--- config.mk ---
export PLATFORM = sky130hd
export DESIGN_NAME = mips_muldiv_unit_flat
export DESIGN_NICKNAME = d
export VERILOG_FILES = /design/src/rtl/mips_muldiv_if.sv /design/src/rtl/mips_muldiv_unit.sv /design/src/flat_wrapper.sv
export SDC_FILE = /design/constraint.sdc
export NUM_CORES = 1
export LEC_CHECK = 0
export CAP_MARGIN = 20
export CORE_MARGIN = 3
export CORE_UTILIZATION = 50
export DETAILED_ROUTE_END_ITERATION = 10
export GPL_TIMING_DRIVEN = 0
export PLACE_DENSITY = 0.73
export SLEW_MARGIN = 15
export SYNTH_ARGS = -nofsm -noshare
export SYNTH_HDL_FRONTEND = slang
export SYNTH_SLANG_ARGS = --single-unit
--- constraint.sdc ---
create_clock -name clk -period 4.6 [get_ports clk]
set_input_delay 0.46 -clock clk [delete_from_list [all_inputs] [get_ports clk]]
set_output_delay 0.46 -clock clk [all_outputs]
set_load 0.03 [all_outputs]
--- src/rtl/mips_muldiv_if.sv ---
// Core-side bundle for the iterative multiply/divide unit:
// the start/op request, the MTHI/MTLO writes, and the HI/LO results with their status.
interface mips_muldiv_if #(
    parameter int WIDTH = 32
);
    logic             start;
    logic [1:0]       op;
    logic [WIDTH-1:0] operand_a;
    logic [WIDTH-1:0] operand_b;
    logic             mt_hi;
    logic             mt_lo;
    logic [WIDTH-1:0] mt_data;
    logic             busy;
    logic             done;
    logic             div_by_zero;
    logic [WIDTH-1:0] hi;
    logic [WIDTH-1:0] lo;

    modport master (
        output start, op, operand_a, operand_b, mt_hi, mt_lo, mt_data,
        input  busy, done, div_by_zero, hi, lo
    );

    modport slave (
        input  start, op, operand_a, operand_b, mt_hi, mt_lo, mt_data,
        output busy, done, div_by_zero, hi, lo
    );
endinterface

--- src/rtl/mips_muldiv_unit.sv ---
// Iterative MULT/MULTU/DIV/DIVU unit that owns HI/LO. It uses a radix-2 shift-add multiply and
// a restoring divide over WIDTH cycles, then does one sign-fix cycle.
module mips_muldiv_unit #(
    parameter int WIDTH = 32
) (
    input logic           clk,
    input logic           reset,
    input logic           clock_enable,
    mips_muldiv_if.slave  bus
);
    localparam int CW = $clog2(WIDTH + 1);

    typedef enum logic [1:0] {S_IDLE, S_RUN, S_FIX} state_t;

    state_t             state_q, state_d;
    logic [1:0]         op_q, op_d;
    logic               neg_a_q, neg_a_d;
    logic               neg_b_q, neg_b_d;
    logic [WIDTH-1:0]   a_mag_q, a_mag_d;
    logic [WIDTH-1:0]   b_mag_q, b_mag_d;
    logic [2*WIDTH-1:0] acc_q, acc_d;
    logic [WIDTH:0]     rem_q, rem_d;
    logic [CW-1:0]      count_q, count_d;
    logic [WIDTH-1:0]   hi_q, hi_d;
    logic [WIDTH-1:0]   lo_q, lo_d;
    logic               busy_q, busy_d;
    logic               done_q, done_d;
    logic               dbz_q, dbz_d;

    logic [WIDTH:0]     sum;
    logic [WIDTH:0]     trial;
    logic [WIDTH:0]     diff;
    logic               qbit;
    logic [2*WIDTH-1:0] prod;
    logic [WIDTH-1:0]   quot;
    logic [WIDTH-1:0]   rmdr;

    always_comb begin
        state_d = state_q;
        op_d    = op_q;
        neg_a_d = neg_a_q;
        neg_b_d = neg_b_q;
        a_mag_d = a_mag_q;
        b_mag_d = b_mag_q;
        acc_d   = acc_q;
        rem_d   = rem_q;
        count_d = count_q;
        hi_d    = hi_q;
        lo_d    = lo_q;
        busy_d  = busy_q;
        done_d  = 1'b0;
        dbz_d   = 1'b0;

        sum   = acc_q[0] ? ({1'b0, acc_q[2*WIDTH-1:WIDTH]} + {1'b0, a_mag_q})
                         : {1'b0, acc_q[2*WIDTH-1:WIDTH]};
        trial = {rem_q[WIDTH-1:0], acc_q[WIDTH-1]};
        diff  = trial - {1'b0, b_mag_q};
        qbit  = ~diff[WIDTH];
        prod  = (neg_a_q ^ neg_b_q) ? -acc_q : acc_q;
        quot  = (neg_a_q ^ neg_b_q) ? -acc_q[WIDTH-1:0] : acc_q[WIDTH-1:0];
        rmdr  = neg_a_q ? -rem_q[WIDTH-1:0] : rem_q[WIDTH-1:0];

        case (state_q)
            S_IDLE: begin
                if (bus.start) begin
                    // Sign flags are only meaningful for the signed ops (op[0]=0).
                    op_d    = bus.op;
                    neg_a_d = ~bus.op[0] & bus.operand_a[WIDTH-1];
                    neg_b_d = ~bus.op[0] & bus.operand_b[WIDTH-1];
                    a_mag_d = neg_a_d ? -bus.operand_a : bus.operand_a;
                    b_mag_d = neg_b_d ? -bus.operand_b : bus.operand_b;
                    acc_d   = bus.op[1] ? {{WIDTH{1'b0}}, a_mag_d} : {{WIDTH{1'b0}}, b_mag_d};
                    rem_d   = '0;
                    count_d = CW'(WIDTH);
                    busy_d  = 1'b1;
                    state_d = S_RUN;
                end else begin
                    if (bus.mt_hi) hi_d = bus.mt_data;
                    if (bus.mt_lo) lo_d = bus.mt_data;
                end
            end
            S_RUN: begin
                if (!op_q[1]) begin
                    acc_d = {sum, acc_q[WIDTH-1:1]};
                end else begin
                    rem_d = qbit ? diff : trial;
                    acc_d = {acc_q[2*WIDTH-1:WIDTH], acc_q[WIDTH-2:0], qbit};
                end
                count_d = count_q - CW'(1);
                if (count_q == CW'(1)) state_d = S_FIX;
            end
            S_FIX: begin
                if (!op_q[1]) begin
                    hi_d = prod[2*WIDTH-1:WIDTH];
                    lo_d = prod[WIDTH-1:0];
                end else if (b_mag_q == '0) begin
                    // Rebuild operand_a from its magnitude rather than keeping a copy.
                    hi_d  = neg_a_q ? -a_mag_q : a_mag_q;
                    lo_d  = '1;
                    dbz_d = 1'b1;
                end else begin
                    hi_d = rmdr;
                    lo_d = quot;
                end
                busy_d  = 1'b0;
                done_d  = 1'b1;
                state_d = S_IDLE;
            end
            default: state_d = S_IDLE;
        endcase
    end

    always_ff @(posedge clk) begin
        if (clock_enable) begin
            if (reset) begin
                state_q <= S_IDLE;
                op_q    <= '0;
                neg_a_q <= 1'b0;
                neg_b_q <= 1'b0;
                a_mag_q <= '0;
                b_mag_q <= '0;
                acc_q   <= '0;
                rem_q   <= '0;
                count_q <= '0;
                hi_q    <= '0;
                lo_q    <= '0;
                busy_q  <= 1'b0;
                done_q  <= 1'b0;
                dbz_q   <= 1'b0;
            end else begin
                state_q <= state_d;
                op_q    <= op_d;
                neg_a_q <= neg_a_d;
                neg_b_q <= neg_b_d;
                a_mag_q <= a_mag_d;
                b_mag_q <= b_mag_d;
                acc_q   <= acc_d;
                rem_q   <= rem_d;
                count_q <= count_d;
                hi_q    <= hi_d;
                lo_q    <= lo_d;
                busy_q  <= busy_d;
                done_q  <= done_d;
                dbz_q   <= dbz_d;
            end
        end
    end

    assign bus.busy        = busy_q;
    assign bus.done        = done_q;
    assign bus.div_by_zero = dbz_q;
    assign bus.hi          = hi_q;
    assign bus.lo          = lo_q;
endmodule

--- src/flat_wrapper.sv ---
// flat-port wrapper written by rule: the top's interface ports become plain ports
module mips_muldiv_unit_flat 
#(
    parameter int WIDTH = 32
)
  (clk, reset, clock_enable, bus_start, bus_op, bus_operand_a, bus_operand_b, bus_mt_hi, bus_mt_lo, bus_mt_data, bus_busy, bus_done, bus_div_by_zero, bus_hi, bus_lo);
  mips_muldiv_if #(.WIDTH(WIDTH)) bus_i ();
  input logic clk;
  input logic reset;
  input logic clock_enable;
  input wire logic [$bits(bus_i.start)-1:0] bus_start;
  input wire logic [$bits(bus_i.op)-1:0] bus_op;
  input wire logic [$bits(bus_i.operand_a)-1:0] bus_operand_a;
  input wire logic [$bits(bus_i.operand_b)-1:0] bus_operand_b;
  input wire logic [$bits(bus_i.mt_hi)-1:0] bus_mt_hi;
  input wire logic [$bits(bus_i.mt_lo)-1:0] bus_mt_lo;
  input wire logic [$bits(bus_i.mt_data)-1:0] bus_mt_data;
  output wire logic [$bits(bus_i.busy)-1:0] bus_busy;
  output wire logic [$bits(bus_i.done)-1:0] bus_done;
  output wire logic [$bits(bus_i.div_by_zero)-1:0] bus_div_by_zero;
  output wire logic [$bits(bus_i.hi)-1:0] bus_hi;
  output wire logic [$bits(bus_i.lo)-1:0] bus_lo;
  assign bus_i.start = bus_start;
  assign bus_i.op = bus_op;
  assign bus_i.operand_a = bus_operand_a;
  assign bus_i.operand_b = bus_operand_b;
  assign bus_i.mt_hi = bus_mt_hi;
  assign bus_i.mt_lo = bus_mt_lo;
  assign bus_i.mt_data = bus_mt_data;
  assign bus_busy = bus_i.busy;
  assign bus_done = bus_i.done;
  assign bus_div_by_zero = bus_i.div_by_zero;
  assign bus_hi = bus_i.hi;
  assign bus_lo = bus_i.lo;
  mips_muldiv_unit #(.WIDTH(WIDTH)) u_core (.clk(clk), .reset(reset), .clock_enable(clock_enable), .bus(bus_i));
endmodule
==> flow_summary.json <==
{
  "drt-pass1-iter-count": 5,
  "clk_pin_slew_ns": 0.06,
  "setup_viol": 0,
  "worst_path_largest_cell_delay_ns": 0.70,
  "num_rows": 69,
  "max_slew.worst_pin.slew_ns": 0.9522,
  "synth_area_um2": 18140,
  "hpwlAfterDp_um": 57580,
  "crit_top_cell": "clkbuf_1",
  "r2r_slack_ns": 0.13,
  "p_leak_nw": 7.763,
  "worstSetupStartpoint": "u_core.acc_q[0]$_SDFFCE_PP0P_",
  "relSlewSlack_pct": 36.29,
  "yosysTopAreaCell": "edfxtp_1",
  "power.density_nw_per_um2": 320.9,
  "fin_area_um2": 21460,
  "hp-class": "in -> reg",
  "cts_buffer_depth": 3,
  "fin_nets": 2386,
  "core_area_um2": 35660,
  "fin_cells": 2687,
  "final_common_cell": "nor2_1",
  "drt_iter0_markers": 1892,
  "grt-ovfl-total": 0,
  "io_buffers": 168,
  "setup_ws_ns": 0.1277,
  "drc_errors": 0,
  "synthArstFlopShare_pct": 0,
  "peakVddDrop_mv": 0.2422,
  "status": "finished clean",
  "via_count": 17260,
  "timing.final.crit_share_pct": 97.22,
  "vias_per_cell": 6.423,
  "n_antenna_cell": 0,
  "yosys.cell_types.count": 74,
  "clock_skew_ns": 0.01280,
  "critical_path_class": "reg -> reg",
  "path_max_fanout": 13,
  "synth_edf_count": 238,
  "hold_slack_ns": 0.5739,
  "postLayoutCoreUtil_pct": 60.18,
  "finalHoldViolCount": 0,
  "ios": 171,
  "pre_cts_slack_ns": 0.08122,
  "synth_seq_area_share_pct": 39.39,
  "reg2regPathDepth": 10,
  "hold_depth": 5,
  "yosysWarnings": 0,
  "clock-sinks": 238,
  "final_cell_mix": "nor2_1 (264), edfxtp_1 (238), clkdlybuf4s50_1 (168)",
  "setup_tns_ns": 0,
  "p_total_mw": 6.886,
  "dpl_cell_area_um2": 20600,
  "h-tree-depth": 1,
  "rsz0062_at_grt": "no",
  "cts-root-buf": "clkbuf_16",
  "die-area_um2": 38610,
  "synth_cells": 2006,
  "hp-start": "bus_op[1]",
  "start_kind": "flip-flop",
  "worst_ep_arrival_time_ns": 4.73,
  "synth_area_per_cell_um2": 9.044,
  "grt_max_degree": 34,
  "critPathBufInv": 3,
  "worstPathCellList": "clkbuf_1 -> inv_1 -> nand3_1 -> or4_1 -> or3_1 -> clkbuf_1 -> o31ai_1 -> o21ai_0 -> xnor2_1 -> o211ai_1",
  "die_width_um": 196.5,
  "clock_latency_ns": 0.56,
  "cts_tree": "yes",
  "start_util_pct": 50.88,
  "syn2layout_area_growth_pct": 18.27,
  "globalplace.congestion": 1.028,
  "cp_data_required_time_ns": 4.86,
  "grt_pass1_vias": 16140,
  "maxCapViolCount": 0,
  "end_kind": "flip-flop",
  "fmax_mhz": 223.6,
  "reg2reg_to": "u_core.bus.hi[31]$_SDFFCE_PP0P_",
  "min_to": "u_core.acc_q[8]$_SDFFCE_PP0P_",
  "dp_cells": 2642,
  "synth_top_area_share_pct": 39.39,
  "cts_buffers": 27,
  "synth_area_leaders": "edfxtp_1 (39%), xnor2_1 (6.9%), nor2_1 (5.5%)",
  "crit_slowest_cell": "o31ai_1",
  "grt_pass1_wl_um": 102200,
  "drt-total-wl_um": 71100,
  "crit_family": "buffers and inverters",
  "synth_fp_nets": 2183,
  "grtUsageTotal_pct": 35.47,
  "period_needed_ns": 4.472,
  "antenna_found_initial": 0,
  "timing.rr.start": "u_core.acc_q[0]$_SDFFCE_PP0P_",
  "ant_nets": 0,
  "drv_slew": 0,
  "wl_per_cell_um": 26.46,
  "ys.flop_type": "edfxtp_1",
  "synth-seq-cells": 238,
  "drive_gt1_share_pct": 3.684,
  "chipHeight_um": 196.5
}
cells in the mapped netlist, types with 8 or more instances:
master    instances
edfxtp_1        238
xnor2_1         143
o21a_1           12
o21ai_0         132
mux2i_1          69
o41ai_1          14
nand3_1          21
buf_1            18
nand4_1          16
nand2b_1         26
o221ai_1         12
nand2_1         151
clkbuf_1         87
or3_1            16
o31ai_1          35
a211oi_1         39
nor3_1           49
a21o_1           21
and2_1            8
nor4_1           25
inv_1            72
xor2_1           91
nor2_1          268
o22ai_1          11
a31oi_1          16
a21oi_1         152
o211ai_1         45
nor2b_1          25
or4_1            18
ha_1             71
power breakdown:
group	internal [mW]	switching (mW)	leakage (nW)	total, mW
combinational	0.745	1.18	5.01	1.93
clock	1.25	0.909	0.416	2.16
sequential	2.59	0.210	2.34	2.80
cell type report:
cell class,instances,area (um^2)
fillers,3162,14200
multi-input cells,1588,10360
flip-flops and latches,238,7147
repair buffers,175,1837
clock buffers,33,698.2
well taps,461,576.8
plain buffers,107,406.6
inverters,72,270.3
clock inverters,13,158.9
flip-flops by register name, indices dropped and copies added (netlist names):
signal	flops
u_core.acc_q	64
u_core.a_mag_q	32
u_core.b_mag_q	32
u_core.bus.hi	32
u_core.bus.lo	32
u_core.rem_q	32
u_core.count_q	6
u_core.state_q	2
u_core.bus.busy	1
u_core.bus.div_by_zero	1
u_core.bus.done	1
u_core.neg_a_q	1
u_core.neg_b_q	1
u_core.op_q	1
worst register-to-register path: stages (launching register included):
cell and delay [ns]:
edfxtp_1 0.36, clkbuf_1 0.32, inv_1 0.63, nand3_1 0.26, or4_1 0.55, or3_1 0.34
clkbuf_1 0.28, o31ai_1 0.71, o21ai_0 0.28, xnor2_1 0.33, o211ai_1 0.14
cell families (layout without fill, tap and decap cells):
logic type | Yosys count | in the layout | synth area share, %
and+or+nand+nor | 664 | 664 | 17.28
DFF | 238 | 238 | 39.39
AOI/OAI and AO/OA | 544 | 544 | 19.05
muxes | 73 | 73 | 4.117
xor gates and xnor gates | 234 | 234 | 11.30
adders and majority gates | 73 | 73 | 5.117
buffers and inverters | 180 | 400 | 3.745
timing repair:
item | CTS | global route
endpoints found under the setup margin | 0 | 17
buffers inserted | 0 | 0
hold buffers | 0 | 0
gates resized for setup | 0 | 4
metal layers:
| metal | global-route usage [%] | share of wire [%] |
|---|---|---|
| met5 | 0 | 0 |
| met4 | 14.73 | 5.0 |
| met3 | 6.291 | 10 |
| met2 | 55.52 | 44 |
| met1 | 48.99 | 41 |
how the worst max path moves through the flow:
stage | to | slack, ns | depth (start not counted)
floorplan | u_core.a_mag_q[0]$_SDFFCE_PP0P_ | 0.25 | 4
global placement | u_core.a_mag_q[24]$_SDFFCE_PP0P_ | -1.41 | 4
detailed placement | u_core.rem_q[20]$_SDFFCE_PN0P_ | 0.08 | 14
CTS | u_core.acc_q[0]$_SDFFCE_PP0P_ | 0.06 | 14
global route | u_core.bus.hi[31]$_SDFFCE_PP0P_ | 0.04 | 10
finish | u_core.bus.hi[31]$_SDFFCE_PP0P_ | 0.13 | 10
Note: power is estimated with default switching activity, not from simulation.
